**src/rtl/uart_rx_os16_pkg.sv**
```systemverilog
// Shared types, constants and helpers for the 16x-oversampling UART receiver.
package uart_rx_os16_pkg;

  typedef enum logic [2:0] {
    StIdle,
    StStart,
    StData,
    StParity,
    StStop1,
    StStop2
  } rx_state_e;

  localparam int unsigned LenMin     = 5;
  localparam int unsigned LenMax     = 8;
  localparam logic        ParEven    = 1'b0;
  localparam logic        ParOdd     = 1'b1;
  localparam logic [3:0]  SampleMid  = 4'd7;
  localparam logic [3:0]  SampleLast = 4'd15;

  function automatic logic [3:0] clamp_len(input logic [3:0] len);
    if (len < 4'(LenMin)) return 4'(LenMin);
    if (len > 4'(LenMax)) return 4'(LenMax);
    return len;
  endfunction

  function automatic logic maj3(input logic a, input logic b, input logic c);
    return (a & b) | (a & c) | (b & c);
  endfunction

endpackage

```
**src/rtl/uart_rx_os16_if.sv**
```systemverilog
// Receive-side holding register handshake between the UART receiver and its consumer.
interface uart_rx_os16_if;
  logic [7:0] rx_data_o;
  logic       rx_valid_o;
  logic       rx_parity_err_o;
  logic       rx_frame_err_o;
  logic       rx_break_o;
  logic       rx_overrun_o;
  logic       rx_ready_i;
  logic       ovr_clr_i;

  modport master (
    output rx_data_o, rx_valid_o, rx_parity_err_o, rx_frame_err_o, rx_break_o, rx_overrun_o,
    input  rx_ready_i, ovr_clr_i
  );

  modport slave (
    input  rx_data_o, rx_valid_o, rx_parity_err_o, rx_frame_err_o, rx_break_o, rx_overrun_o,
    output rx_ready_i, ovr_clr_i
  );
endinterface

```
**src/rtl/uart_rx_os16_baud_tick.sv**
```systemverilog
// Oversample tick generator: one-cycle pulse every max(div_i,1) clocks, restartable.
module uart_rx_os16_baud_tick #(
  parameter int unsigned DIV_W = 16
) (
  input  logic             clk_i,
  input  logic             rst_i,
  input  logic             restart_i,
  input  logic [DIV_W-1:0] div_i,
  output logic             tick_o
);

  logic [DIV_W-1:0] div_eff;
  logic [DIV_W-1:0] cnt_d, cnt_q;
  logic             wrap;

  always_comb begin
    div_eff = (div_i == '0) ? DIV_W'(1) : div_i;
    // >= keeps the counter bounded if the divisor shrinks mid-count
    wrap    = (cnt_q >= div_eff - DIV_W'(1));
    tick_o  = wrap;
    if (restart_i) begin
      cnt_d = '0;
    end else if (wrap) begin
      cnt_d = '0;
    end else begin
      cnt_d = cnt_q + DIV_W'(1);
    end
  end

  always_ff @(posedge clk_i) begin
    if (!rst_i) begin
      cnt_q <= '0;
    end else begin
      cnt_q <= cnt_d;
    end
  end

endmodule

```
**src/rtl/uart_rx_os16.sv**
```systemverilog
// 16x-oversampling UART receiver with majority vote, error flags and a one-entry holding register.
module uart_rx_os16
  import uart_rx_os16_pkg::*;
#(
  parameter int unsigned DIV_W       = 16,
  parameter int unsigned SYNC_STAGES = 2
) (
  input  logic             clk_i,
  input  logic             rst_i,
  input  logic             rx_i,
  input  logic [DIV_W-1:0] baud_div_i,
  input  logic [3:0]       length_i,
  input  logic             parity_en_i,
  input  logic             parity_type_i,
  input  logic             stop2_i,
  output logic             rx_busy_o,
  uart_rx_os16_if.master   rx_if
);

  logic [SYNC_STAGES-1:0] sync_d, sync_q;
  logic                   rx_s, tick, start, done, vote;
  logic                   armed_d, armed_q;
  rx_state_e              state_d, state_q;
  logic [3:0]             samp_d, samp_q, len_d, len_q;
  logic [2:0]             bit_d, bit_q;
  logic                   s7_d, s7_q, s8_d, s8_q;
  logic [7:0]             data_d, data_q;
  logic                   par_err_d, par_err_q, frm_err_d, frm_err_q;
  logic                   par_en_d, par_en_q, par_odd_d, par_odd_q, stop2_d, stop2_q;
  logic                   load;
  logic [7:0]             hold_data_d, hold_data_q;
  logic                   valid_d, valid_q, hpe_d, hpe_q, hfe_d, hfe_q, hbrk_d, hbrk_q;
  logic                   ovr_d, ovr_q;

  uart_rx_os16_baud_tick #(
    .DIV_W(DIV_W)
  ) u_baud_tick (
    .clk_i    (clk_i),
    .rst_i    (rst_i),
    .restart_i(start),
    .div_i    (baud_div_i),
    .tick_o   (tick)
  );

  assign rx_s = sync_q[SYNC_STAGES-1];

  always_comb begin
    sync_d    = {sync_q[SYNC_STAGES-2:0], rx_i};
    armed_d   = armed_q | rx_s;
    state_d   = state_q;
    samp_d    = samp_q;
    bit_d     = bit_q;
    s7_d      = s7_q;
    s8_d      = s8_q;
    data_d    = data_q;
    par_err_d = par_err_q;
    frm_err_d = frm_err_q;
    len_d     = len_q;
    par_en_d  = par_en_q;
    par_odd_d = par_odd_q;
    stop2_d   = stop2_q;
    start     = 1'b0;
    done      = 1'b0;
    vote      = maj3(s7_q, s8_q, rx_s);

    if (state_q != StIdle && tick) begin
      samp_d = samp_q + 4'd1;
      if (samp_q == SampleMid)         s7_d = rx_s;
      if (samp_q == SampleMid + 4'd1)  s8_d = rx_s;
    end

    unique case (state_q)
      StIdle: begin
        if (armed_q && !rx_s) begin
          start     = 1'b1;
          state_d   = StStart;
          samp_d    = '0;
          bit_d     = '0;
          data_d    = '0;
          par_err_d = 1'b0;
          frm_err_d = 1'b0;
          len_d     = clamp_len(length_i);
          par_en_d  = parity_en_i;
          par_odd_d = parity_type_i;
          stop2_d   = stop2_i;
        end
      end
      StStart: begin
        if (tick && samp_q == SampleMid && rx_s) begin
          state_d = StIdle;
        end else if (tick && samp_q == SampleLast) begin
          state_d = StData;
        end
      end
      StData: begin
        if (tick && samp_q == SampleMid + 4'd2) data_d[bit_q] = vote;
        if (tick && samp_q == SampleLast) begin
          bit_d = bit_q + 3'd1;
          if ({1'b0, bit_q} == len_q - 4'd1) state_d = par_en_q ? StParity : StStop1;
        end
      end
      StParity: begin
        if (tick && samp_q == SampleMid + 4'd2) par_err_d = ((^data_q) ^ vote) != par_odd_q;
        if (tick && samp_q == SampleLast) state_d = StStop1;
      end
      StStop1: begin
        if (tick && samp_q == SampleMid + 4'd2) begin
          if (!vote) frm_err_d = 1'b1;
          if (!stop2_q) begin
            done    = 1'b1;
            state_d = StIdle;
          end
        end
        if (tick && samp_q == SampleLast && stop2_q) state_d = StStop2;
      end
      StStop2: begin
        if (tick && samp_q == SampleMid + 4'd2) begin
          if (!vote) frm_err_d = 1'b1;
          done    = 1'b1;
          state_d = StIdle;
        end
      end
      default: state_d = StIdle;
    endcase
  end

  // A completion while the old char is still unconsumed is dropped and flagged.
  always_comb begin
    load        = done && (!valid_q || rx_if.rx_ready_i);
    valid_d     = load | (valid_q & ~rx_if.rx_ready_i);
    hold_data_d = hold_data_q;
    hpe_d       = hpe_q;
    hfe_d       = hfe_q;
    hbrk_d      = hbrk_q;
    if (load) begin
      hold_data_d = data_q;
      hpe_d       = par_err_d;
      hfe_d       = frm_err_d;
      hbrk_d      = frm_err_d && (data_q == '0);
    end
    ovr_d = (done & valid_q & ~rx_if.rx_ready_i) | (ovr_q & ~rx_if.ovr_clr_i);
  end

  always_ff @(posedge clk_i) begin
    if (!rst_i) begin
      sync_q      <= '0;
      armed_q     <= 1'b0;
      state_q     <= StIdle;
      samp_q      <= '0;
      bit_q       <= '0;
      s7_q        <= 1'b0;
      s8_q        <= 1'b0;
      data_q      <= '0;
      par_err_q   <= 1'b0;
      frm_err_q   <= 1'b0;
      len_q       <= '0;
      par_en_q    <= 1'b0;
      par_odd_q   <= 1'b0;
      stop2_q     <= 1'b0;
      hold_data_q <= '0;
      valid_q     <= 1'b0;
      hpe_q       <= 1'b0;
      hfe_q       <= 1'b0;
      hbrk_q      <= 1'b0;
      ovr_q       <= 1'b0;
    end else begin
      sync_q      <= sync_d;
      armed_q     <= armed_d;
      state_q     <= state_d;
      samp_q      <= samp_d;
      bit_q       <= bit_d;
      s7_q        <= s7_d;
      s8_q        <= s8_d;
      data_q      <= data_d;
      par_err_q   <= par_err_d;
      frm_err_q   <= frm_err_d;
      len_q       <= len_d;
      par_en_q    <= par_en_d;
      par_odd_q   <= par_odd_d;
      stop2_q     <= stop2_d;
      hold_data_q <= hold_data_d;
      valid_q     <= valid_d;
      hpe_q       <= hpe_d;
      hfe_q       <= hfe_d;
      hbrk_q      <= hbrk_d;
      ovr_q       <= ovr_d;
    end
  end

  assign rx_busy_o             = (state_q != StIdle);
  assign rx_if.rx_data_o       = hold_data_q;
  assign rx_if.rx_valid_o      = valid_q;
  assign rx_if.rx_parity_err_o = hpe_q;
  assign rx_if.rx_frame_err_o  = hfe_q;
  assign rx_if.rx_break_o      = hbrk_q;
  assign rx_if.rx_overrun_o    = ovr_q;

endmodule
```
**src/flat_wrapper.sv**
```systemverilog
// flat-port wrapper written by rule: the top's interface ports become plain ports
module uart_rx_os16_flat import uart_rx_os16_pkg::*;
#(
  parameter int unsigned DIV_W       = 16,
  parameter int unsigned SYNC_STAGES = 2
)
  (clk_i, rst_i, rx_i, baud_div_i, length_i, parity_en_i, parity_type_i, stop2_i, rx_busy_o, rx_if_rx_data_o, rx_if_rx_valid_o, rx_if_rx_parity_err_o, rx_if_rx_frame_err_o, rx_if_rx_break_o, rx_if_rx_overrun_o, rx_if_rx_ready_i, rx_if_ovr_clr_i);
  uart_rx_os16_if rx_if_i ();
  input  logic clk_i;
  input  logic rst_i;
  input  logic rx_i;
  input  logic [DIV_W-1:0] baud_div_i;
  input  logic [3:0] length_i;
  input  logic parity_en_i;
  input  logic parity_type_i;
  input  logic stop2_i;
  output logic rx_busy_o;
  output wire logic [$bits(rx_if_i.rx_data_o)-1:0] rx_if_rx_data_o;
  output wire logic [$bits(rx_if_i.rx_valid_o)-1:0] rx_if_rx_valid_o;
  output wire logic [$bits(rx_if_i.rx_parity_err_o)-1:0] rx_if_rx_parity_err_o;
  output wire logic [$bits(rx_if_i.rx_frame_err_o)-1:0] rx_if_rx_frame_err_o;
  output wire logic [$bits(rx_if_i.rx_break_o)-1:0] rx_if_rx_break_o;
  output wire logic [$bits(rx_if_i.rx_overrun_o)-1:0] rx_if_rx_overrun_o;
  input wire logic [$bits(rx_if_i.rx_ready_i)-1:0] rx_if_rx_ready_i;
  input wire logic [$bits(rx_if_i.ovr_clr_i)-1:0] rx_if_ovr_clr_i;
  assign rx_if_rx_data_o = rx_if_i.rx_data_o;
  assign rx_if_rx_valid_o = rx_if_i.rx_valid_o;
  assign rx_if_rx_parity_err_o = rx_if_i.rx_parity_err_o;
  assign rx_if_rx_frame_err_o = rx_if_i.rx_frame_err_o;
  assign rx_if_rx_break_o = rx_if_i.rx_break_o;
  assign rx_if_rx_overrun_o = rx_if_i.rx_overrun_o;
  assign rx_if_i.rx_ready_i = rx_if_rx_ready_i;
  assign rx_if_i.ovr_clr_i = rx_if_ovr_clr_i;
  uart_rx_os16 #(.DIV_W(DIV_W), .SYNC_STAGES(SYNC_STAGES)) u_core (.clk_i(clk_i), .rst_i(rst_i), .rx_i(rx_i), .baud_div_i(baud_div_i), .length_i(length_i), .parity_en_i(parity_en_i), .parity_type_i(parity_type_i), .stop2_i(stop2_i), .rx_busy_o(rx_busy_o), .rx_if(rx_if_i));
endmodule
```
**config.mk**
```make
export PLATFORM = sky130hd
export DESIGN_NAME = uart_rx_os16_flat
export DESIGN_NICKNAME = d
export VERILOG_FILES = /design/src/rtl/uart_rx_os16_pkg.sv /design/src/rtl/uart_rx_os16_if.sv /design/src/rtl/uart_rx_os16_baud_tick.sv /design/src/rtl/uart_rx_os16.sv /design/src/flat_wrapper.sv
export SDC_FILE = /design/constraint.sdc
export NUM_CORES = 1
export LEC_CHECK = 0
export ABC_CLOCK_PERIOD_IN_PS = 6500
export BUFFER_PORTS_ARGS = -buffer_cell sky130_fd_sc_hd__buf_2
export CAP_MARGIN = 40
export CORE_ASPECT_RATIO = 2
export CORE_MARGIN = 4
export CORE_UTILIZATION = 55
export DETAILED_ROUTE_END_ITERATION = 7
export GPL_TIMING_DRIVEN = 0
export PLACE_DENSITY = 0.76
export SLEW_MARGIN = 20
export SYNTH_ARGS = -nofsm -noshare
export SYNTH_HDL_FRONTEND = slang
export SYNTH_SLANG_ARGS = --single-unit
```
**constraint.sdc**
```tcl
create_clock -name clk_i -period 6.5 [get_ports clk_i]
set_input_delay 0 -clock clk_i [delete_from_list [all_inputs] [get_ports clk_i]]
set_output_delay 0 -clock clk_i [all_outputs]
set_load 0.01 [all_outputs]
```
==> impl_metrics.prom, run 1 <==
# TYPE chip_impl_metric gauge
chip_impl_metric{name="synthCells",unit=""} 436
chip_impl_metric{name="ctsHtreeMaxLevel",unit=""} 3
chip_impl_info{name="regToRegStartpoint",value="u_core.u_baud_tick.cnt_q[13]$_SDFF_PP0_"} 1
chip_impl_metric{name="max_clock_freq",unit="GHz"} 0.277
chip_impl_metric{name="synth_area_per_cell",unit="um2"} 8.47
chip_impl_metric{name="floorplan.rows",unit=""} 42
chip_impl_metric{name="placement.cell_area",unit="mm2"} 0.00401
chip_impl_info{name="critical_path.startpoint",value="baud_div_i[6]"} 1
chip_impl_metric{name="cts.repair_timing.setup_buffer_count",unit=""} 0
chip_impl_metric{name="synth.cell_area",unit="mm2"} 0.00369
chip_impl_metric{name="vdd_ir_drop_max",unit="mV"} 0.120
chip_impl_metric{name="placed_cells",unit=""} 565
chip_impl_metric{name="hold_viol_final",unit=""} 0
chip_impl_metric{name="gpl.final_weighted_congestion",unit=""} 0.932
chip_impl_metric{name="worst_slew_pin_slew",unit="ps"} 682
chip_impl_info{name="cts_root_buffer",value="sky130_fd_sc_hd__clkbuf_16"} 1
chip_impl_metric{name="synth-async-reset-ratio",unit=""} 0
chip_impl_metric{name="via_count_of_the_first_global_routing_pass",unit=""} 3288
chip_impl_info{name="gr-max-usage-layer",value="met2"} 1
chip_impl_metric{name="synth_edf_count",unit=""} 0
chip_impl_info{name="crit_path_top_delay_cell",value="sky130_fd_sc_hd__nor4_1"} 1
chip_impl_info{name="cpMostUsedCell",value="sky130_fd_sc_hd__ha_1"} 1
chip_impl_metric{name="timing.max_cap.violations",unit=""} 0
chip_impl_info{name="synth-main-ff-cell",value="sky130_fd_sc_hd__dfxtp_1"} 1
chip_impl_metric{name="io_buffers",unit=""} 41
chip_impl_metric{name="timing.critical_path.arrival",unit="ps"} 3810
chip_impl_metric{name="ys_seq_elements",unit=""} 61
chip_impl_info{name="min-delay-path-class",value="input pin to flip-flop"} 1
chip_impl_metric{name="groute.usage.overall",unit=""} 0.237
chip_impl_metric{name="die_h",unit="um"} 124
chip_impl_metric{name="ys.warnings.count",unit=""} 0
chip_impl_metric{name="avgViaCountPerCell",unit=""} 5.74
chip_impl_metric{name="fin_area",unit="mm2"} 0.00436
chip_impl_info{name="hold_path_startpoint",value="rst_i"} 1
chip_impl_metric{name="crit_path_max_fanout",unit=""} 10
chip_impl_metric{name="layout-drive-gt1-share",unit=""} 0.163
chip_impl_metric{name="ys_seq_area_frac",unit=""} 0.331
chip_impl_metric{name="hold_slack",unit="ps"} 57.7
chip_impl_metric{name="drt_antenna_net_count",unit=""} 0
chip_impl_metric{name="gr-usage-met2",unit=""} 0.433
chip_impl_metric{name="cts-buffers-inserted",unit=""} 9
chip_impl_metric{name="power.leakage",unit="nW"} 1.63
chip_impl_metric{name="grt_first_pass_wirelength",unit="um"} 14700
chip_impl_metric{name="grt_util_met1",unit=""} 0.230
chip_impl_metric{name="vias",unit=""} 3361
chip_impl_metric{name="initial_utilization",unit=""} 0.562
chip_impl_metric{name="cts.reportedPaths.clkPinSlew",unit="ps"} 50
chip_impl_info{name="status",value="complete, no violations"} 1
chip_impl_metric{name="core",unit="mm2"} 0.00657
chip_impl_metric{name="first_iter_violations",unit=""} 236
chip_impl_metric{name="antenna_found_initial",unit=""} 0
chip_impl_metric{name="finalSetupTns",unit="ps"} 0
chip_impl_metric{name="totalWireLength",unit="um"} 8900
chip_impl_metric{name="path_buf_inv",unit=""} 2
chip_impl_metric{name="max-slew-margin-rel",unit=""} 0.544
chip_impl_metric{name="timing.final.setup_violations",unit=""} 0
chip_impl_metric{name="dp.final_hpwl",unit="um"} 7040
chip_impl_metric{name="instances_no_fill",unit=""} 586
chip_impl_metric{name="top_level_ports",unit=""} 42
chip_impl_metric{name="met3_usage",unit=""} 0.0469
chip_impl_metric{name="drc",unit=""} 0
chip_impl_info{name="rsz0062_at_grt",value="no"} 1
chip_impl_info{name="worstPathCellList",value="buf_2 -> nor4_1 -> nor3b_1 -> a31oi_1 -> ha_1 -> nand2b_1 -> or2_2 -> nor2b_1 -> xnor2_1 -> ha_1 -> nand4_1 -> nor4_2 -> o31ai_2 -> a311o_1 -> buf_4 -> o21ai_1 -> a21oi_1"} 1
chip_impl_metric{name="die_w",unit="um"} 65.9
chip_impl_metric{name="wl_per_cell",unit="um"} 15.2
chip_impl_metric{name="min_period_over_period",unit=""} 0.556
chip_impl_metric{name="fin_total_pwr",unit="uW"} 932
chip_impl_metric{name="max_root_sink_buffers",unit=""} 2
chip_impl_metric{name="syn_to_final_growth",unit="%"} 18.1
chip_impl_metric{name="total_of_hold_buffers_inserted_after_clock_tree_synthesis",unit=""} 6
chip_impl_metric{name="mappedNetlistNets",unit=""} 491
chip_impl_metric{name="antenna_cells",unit=""} 0
chip_impl_info{name="path_delay_family",value="simple AND/OR/NAND/NOR gates"} 1
chip_impl_info{name="critical_path.endpoint_type",value="flip-flop"} 1
chip_impl_metric{name="grt.overflow.total",unit=""} 0
chip_impl_info{name="critPathLaunchType",value="input pin"} 1
chip_impl_metric{name="nets",unit=""} 549
chip_impl_metric{name="dieArea",unit="mm2"} 0.00817
chip_impl_metric{name="clkLatencyLatePin",unit="ps"} 330
chip_impl_metric{name="ys_types",unit=""} 65
chip_impl_metric{name="timing.critical_path.required",unit="ps"} 6700
chip_impl_metric{name="slew_violations",unit=""} 0
chip_impl_metric{name="worst_case_clock_skew",unit="ps"} 7.06
chip_impl_metric{name="cellPowerDensity",unit="mW/mm2"} 214
chip_impl_metric{name="cts_num_sinks",unit=""} 61
chip_impl_info{name="cts_tree",value="yes"} 1
chip_impl_metric{name="drt_first_pass_iters",unit=""} 4
chip_impl_metric{name="cts-resized-gates",unit=""} 0
chip_impl_info{name="timing_worst_setup_path_type",value="input pin to flip-flop"} 1
chip_impl_metric{name="cp_slowest_stage_delay",unit="ps"} 460
chip_impl_metric{name="grt_start_max_net_pins",unit=""} 11
chip_impl_metric{name="finalWorstPathRequiredPeriod",unit="ps"} 3610
==> worst register-to-register path: stages, from the launching register on <==
cell	delay (ps)
sky130_fd_sc_hd__dfxtp_1	340
sky130_fd_sc_hd__ha_1	340
sky130_fd_sc_hd__a21o_1	190
sky130_fd_sc_hd__a21o_1	180
sky130_fd_sc_hd__a22oi_1	520
sky130_fd_sc_hd__nand3_2	350
sky130_fd_sc_hd__a32oi_1	320
sky130_fd_sc_hd__a2111oi_2	90
==> registers in the layout, indices dropped and copies added, names as in the netlist, 2 cells and up <==
| name | cells |
|---|---|
| u_core.bit_q | 3 |
| u_core.len_q | 4 |
| u_core.u_baud_tick.cnt_q | 16 |
| u_core.rx_if.rx_data_o | 8 |
| u_core.data_q | 8 |
| u_core.samp_q | 4 |
| u_core.state_q | 3 |
| u_core.sync_q | 2 |
==> final timing paths <==
| path | to | slack, ps | depth (start not counted) |
|---|---|---|---|
| max | u_core.rx_if.rx_data_o[0]$_SDFFE_PN0P_ | 2890 | 17 |
| min | u_core.samp_q[1]$_SDFF_PN0_ | 60 | 3 |
| max reg2reg | u_core.state_q[2]$_SDFFE_PN0P_ | 4030 | 7 |
| min reg2reg | u_core.sync_q[1]$_SDFF_PN0_ | 430 | 1 |
==> Yosys cell counts, drive strengths merged, types with 2 or more instances <==
master,number,area [um2]
nand3,25,130
ha,27,338
a311oi,2,23.8
o31ai,2,20.0
buf,6,50.0
clkbuf,9,33.8
or3,3,18.8
a31oi,6,37.5
nand3b,2,15.0
and2,3,18.8
or4,3,26.3
a21o,4,30.0
o21ai,18,90.1
nor4b,4,35.0
dfxtp,61,1220
xor2,13,114
mux2i,13,130
nor2,38,143
o31a,3,27.5
nor2b,6,37.5
nor4,9,81.3
a21oi,29,145
xnor2,24,210
nor3b,3,27.5
a41oi,2,17.5
nor3,11,82.6
and3,6,37.5
inv,21,78.8
and4,2,17.5
nand4,7,43.8
nand2b,8,50.1
nand2,47,179
==> through the flow <==
step,setup slack [ps],utilization
after floorplan,3280,-
after global placement,2580,0.610
after detailed placement,2530,0.610
after CTS,2890,0.664
after global routing,2480,0.664
final,2890,0.664
==> routing by layer <==
metal,part of all wire,vias up
met1,0.36,1583
li1,-,1665
met3,0.033,33
met2,0.56,80
met5,0,-
met4,0.053,0
==> placed cells by master, fill, tap and decap left out, types with 5 or more instances in the layout <==
cell type,count
sky130_fd_sc_hd__xor2_1,13
sky130_fd_sc_hd__nand4_1,7
sky130_fd_sc_hd__a31oi_1,6
sky130_fd_sc_hd__nor2b_1,6
sky130_fd_sc_hd__nand2_1,46
sky130_fd_sc_hd__clkbuf_1,11
sky130_fd_sc_hd__nor4_1,5
sky130_fd_sc_hd__and3_1,6
sky130_fd_sc_hd__ha_1,27
sky130_fd_sc_hd__o21ai_0,11
sky130_fd_sc_hd__nor3_1,8
sky130_fd_sc_hd__nand2b_1,8
sky130_fd_sc_hd__nand3_1,24
sky130_fd_sc_hd__dlygate4sd3_1,6
sky130_fd_sc_hd__xnor2_1,24
sky130_fd_sc_hd__o21ai_1,7
sky130_fd_sc_hd__a21oi_1,29
sky130_fd_sc_hd__clkbuf_16,9
sky130_fd_sc_hd__dfxtp_1,61
sky130_fd_sc_hd__nor2_1,38
sky130_fd_sc_hd__inv_1,20
sky130_fd_sc_hd__mux2i_1,13
sky130_fd_sc_hd__buf_2,42
==> logic make-up after synthesis <==
| logic type | count (synthesis) | share of synthesized area |
|---|---|---|
| adder cells (fa/ha/maj) | 28 | 0.0942 |
| AND/OR/NAND/NOR | 180 | 0.262 |
| AO/OA/AOI/OAI | 79 | 0.142 |
| buffers and inverters | 37 | 0.0451 |
| multiplexers | 14 | 0.0383 |
| XOR/XNOR | 37 | 0.0878 |
| flip-flops | 61 | 0.331 |
==> power by group <==
| group | switching (mW) | total [mW] | internal, mW | leakage, nW |
|---|---|---|---|---|
| Clock | 0.164 | 0.469 | 0.305 | 0.139 |
| Sequential | 0.00577 | 0.386 | 0.380 | 0.493 |
| Combinational | 0.0451 | 0.0773 | 0.0323 | 0.998 |
==> layout make-up <==
type	instances	area [um2]
Tap cell	88	110
Inverter	22	82.6
Multi-Input combinational cell	338	2300
Sequential cell	61	1220
Clock buffer	12	246
Timing Repair Buffer	47	265
Clock inverter	3	46.3
Fill cell	559	2210
Buffer	15	83.8
Note: power is estimated with default switching activity, not from simulation.
==> run 2: changes to the inputs <==
ABC_CLOCK_PERIOD_IN_PS = 3400   (was 6500)
clock period = 3.4 ns   (was 6.5 ns; I/O delays follow)
==> run 2 against run 1 <==
Effect of this change: design area is 3.1% higher; sequential cell count stayed put; first-iteration DRC count is 3.0% higher.
==> impl_metrics.prom, run 2 (same netlist as run 1, synthesis figures left out) <==
# TYPE chip_impl_metric gauge
chip_impl_metric{name="max_clock_freq",unit="GHz"} 0.307
chip_impl_metric{name="grt_start_max_net_pins",unit=""} 11
chip_impl_metric{name="crit_path_max_fanout",unit=""} 10
chip_impl_metric{name="die_h",unit="um"} 124
chip_impl_metric{name="nets",unit=""} 552
chip_impl_metric{name="max-slew-margin-rel",unit=""} 0.548
chip_impl_metric{name="final-seq-area",unit="mm2"} 0.00122
chip_impl_metric{name="core",unit="mm2"} 0.00657
chip_impl_info{name="layout.cells.most_common_list",value="sky130_fd_sc_hd__dfxtp_1 (61), sky130_fd_sc_hd__nand2_1 (46), sky130_fd_sc_hd__buf_2 (42)"} 1
chip_impl_metric{name="floorplan.rows",unit=""} 42
chip_impl_metric{name="slew_violations",unit=""} 0
chip_impl_metric{name="max_root_sink_buffers",unit=""} 2
chip_impl_metric{name="placed_cells",unit=""} 565
chip_impl_info{name="hold_path_startpoint",value="rst_i"} 1
chip_impl_metric{name="cellPowerDensity",unit="mW/mm2"} 399
chip_impl_info{name="mostFrequentLayoutCell",value="sky130_fd_sc_hd__dfxtp_1"} 1
chip_impl_metric{name="cts.reportedPaths.clkPinSlew",unit="ps"} 50
chip_impl_info{name="critical_path.startpoint",value="baud_div_i[11]"} 1
chip_impl_info{name="top_register",value="u_core.u_baud_tick.cnt_q"} 1
chip_impl_info{name="cts_root_buffer",value="sky130_fd_sc_hd__clkbuf_16"} 1
chip_impl_metric{name="combinationalPowerShare",unit=""} 0.089
chip_impl_metric{name="syn_to_final_growth",unit="%"} 21.8
chip_impl_metric{name="min_period_over_period",unit=""} 0.958
chip_impl_metric{name="ctsHtreeMaxLevel",unit=""} 3
chip_impl_info{name="status",value="complete, no violations"} 1
chip_impl_metric{name="final_core_util",unit=""} 0.685
chip_impl_metric{name="cts_num_sinks",unit=""} 61
chip_impl_metric{name="layout-drive-gt1-share",unit=""} 0.190
chip_impl_metric{name="via_count_of_the_first_global_routing_pass",unit=""} 3340
chip_impl_metric{name="top_level_ports",unit=""} 42
chip_impl_metric{name="placement.cell_area",unit="mm2"} 0.00401
chip_impl_metric{name="die_w",unit="um"} 65.9
chip_impl_metric{name="grt_first_pass_wirelength",unit="um"} 15100
chip_impl_metric{name="io_buffers",unit=""} 41
chip_impl_metric{name="cts-buffers-inserted",unit=""} 9
chip_impl_metric{name="antenna_cells",unit=""} 0
chip_impl_metric{name="worst_slew_pin_slew",unit="ps"} 675
chip_impl_metric{name="vias",unit=""} 3397
chip_impl_metric{name="largest_register_ffs",unit=""} 16
chip_impl_metric{name="power.share.switching",unit=""} 0.233
chip_impl_metric{name="fin_total_pwr",unit="mW"} 1.79
chip_impl_metric{name="fin_area",unit="mm2"} 0.00450
chip_impl_metric{name="antenna_found_initial",unit=""} 0
chip_impl_metric{name="dieArea",unit="mm2"} 0.00817
chip_impl_metric{name="clock_power_share",unit=""} 0.500
chip_impl_info{name="regToRegStartpoint",value="u_core.state_q[0]$_SDFFE_PN0P_"} 1
chip_impl_metric{name="hold_viol_final",unit=""} 0
chip_impl_metric{name="instances_no_fill",unit=""} 589
chip_impl_metric{name="finalWorstPathRequiredPeriod",unit="ps"} 3260
chip_impl_metric{name="worst_case_clock_skew",unit="ps"} 7.71
chip_impl_metric{name="dp.final_hpwl",unit="um"} 7040
chip_impl_metric{name="gpl.final_weighted_congestion",unit=""} 0.932
chip_impl_metric{name="drt_antenna_net_count",unit=""} 0
chip_impl_metric{name="fin_ws",unit="ps"} 144
chip_impl_metric{name="internal_power",unit="mW"} 1.38
chip_impl_info{name="critical_path.endpoint_type",value="flip-flop"} 1
chip_impl_metric{name="reg2reg_depth",unit=""} 7
chip_impl_metric{name="vdd_ir_drop_max",unit="mV"} 0.219
chip_impl_metric{name="power.leakage",unit="nW"} 1.67
chip_impl_metric{name="part_of_the_power_in_registers",unit=""} 0.411
chip_impl_info{name="r2r_end",value="u_core.u_baud_tick.cnt_q[5]$_SDFF_PP0_"} 1
chip_impl_metric{name="totalWireLength",unit="um"} 9310
chip_impl_info{name="critPathLaunchType",value="input pin"} 1
chip_impl_metric{name="timing.critical_path.arrival",unit="ps"} 3510
chip_impl_metric{name="finalSetupTns",unit="ps"} 0
chip_impl_metric{name="filler_cell_count",unit=""} 538
chip_impl_metric{name="drt_first_pass_iters",unit=""} 4
chip_impl_metric{name="power.net_switching",unit="uW"} 417
chip_impl_info{name="timing_worst_setup_path_type",value="input pin to flip-flop"} 1
chip_impl_metric{name="first_iter_violations",unit=""} 243
chip_impl_metric{name="wl_per_cell",unit="um"} 15.8
chip_impl_metric{name="avgViaCountPerCell",unit=""} 5.77
chip_impl_metric{name="reg2reg_setup_slack",unit="ps"} 1000
chip_impl_info{name="min-delay-path-class",value="input pin to flip-flop"} 1
chip_impl_metric{name="timing.critical_path.required",unit="ps"} 3660
chip_impl_metric{name="placement_stage_worst_setup_slack",unit="ps"} -567
chip_impl_metric{name="groute.usage.overall",unit=""} 0.244
chip_impl_metric{name="initial_utilization",unit=""} 0.562
chip_impl_info{name="cts_tree",value="yes"} 1
chip_impl_metric{name="timing.max_cap.violations",unit=""} 0
chip_impl_metric{name="multi_input_comb_area",unit="mm2"} 0.00243
chip_impl_metric{name="hold_slack",unit="ps"} 60.4
chip_impl_metric{name="grt.overflow.total",unit=""} 0
chip_impl_metric{name="clkLatencyLatePin",unit="ps"} 330
chip_impl_metric{name="timing.final.setup_violations",unit=""} 0
chip_impl_info{name="crit_end",value="u_core.data_q[4]$_SDFFE_PN0P_"} 1
chip_impl_metric{name="drc",unit=""} 0
==> run 2: critical path: stages <==
cell and delay, ps:
sky130_fd_sc_hd__buf_2 110, sky130_fd_sc_hd__or4_4 560, sky130_fd_sc_hd__nor3_4 180, sky130_fd_sc_hd__a31oi_2 150, sky130_fd_sc_hd__ha_2 230, sky130_fd_sc_hd__nand2b_4 90
sky130_fd_sc_hd__or2_4 140, sky130_fd_sc_hd__nor2b_1 50, sky130_fd_sc_hd__xnor2_1 130, sky130_fd_sc_hd__ha_1 310, sky130_fd_sc_hd__nand4_1 180, sky130_fd_sc_hd__nor4_4 350
sky130_fd_sc_hd__o31a_2 290, sky130_fd_sc_hd__nor3_4 90, sky130_fd_sc_hd__buf_6 160, sky130_fd_sc_hd__nor4_4 280, sky130_fd_sc_hd__mux2i_1 210
==> run 2: how the worst min path moves through the flow <==
stage / slack, ps / cells past startpoint / to
final: 60 / 3 / u_core.samp_q[1]$_SDFF_PN0_
after global routing: 80 / 3 / u_core.bit_q[2]$_SDFFE_PN0P_
after CTS: 50 / 3 / u_core.samp_q[1]$_SDFF_PN0_
after detailed placement: 200 / 2 / u_core.rx_if.rx_overrun_o$_SDFF_PN0_
after global placement: 190 / 2 / u_core.rx_if.rx_overrun_o$_SDFF_PN0_
after floorplan: 90 / 1 / u_core.len_q[2]$_SDFFE_PN0P_
==> run 2: power groups by stage <==
stage	Sequential (mW)	Combinational [mW]	Clock, mW
detailed placement	0.752	0.142	0
floorplan	0.748	0.0927	0
global placement	0.751	0.138	0
global route	0.738	0.177	0.948
CTS	0.737	0.152	0.906
finish	0.737	0.159	0.896
==> run 2: layout make-up <==
type                       count  area share
buffer                        15      0.0186
clock inverter                 3      0.0103
inverter                      22      0.0184
timing repair buffer          49      0.0623
multi-input combinational    339       0.540
sequential                    61       0.272
clock buffer                  12      0.0548
tap                           88      0.0245
==> run 2: layer usage <==
metal	track usage	vias up	share of wire
met5	0	-	0
met4	0.168	0	0.056
met3	0.0469	36	0.037
met2	0.448	96	0.55
met1	0.236	1593	0.35
li1	-	1672	-
==> run 2: timing repair <==
item                                    in CTS  in global routing
setup buffers                                1                  1
pin swaps                                    3                  5
hold buffers                                 6                  0
endpoints found under the setup margin      38                 51
cloned                                       1                  0
resized for setup                            9                 11
hold endpoints to repair                     7                  0
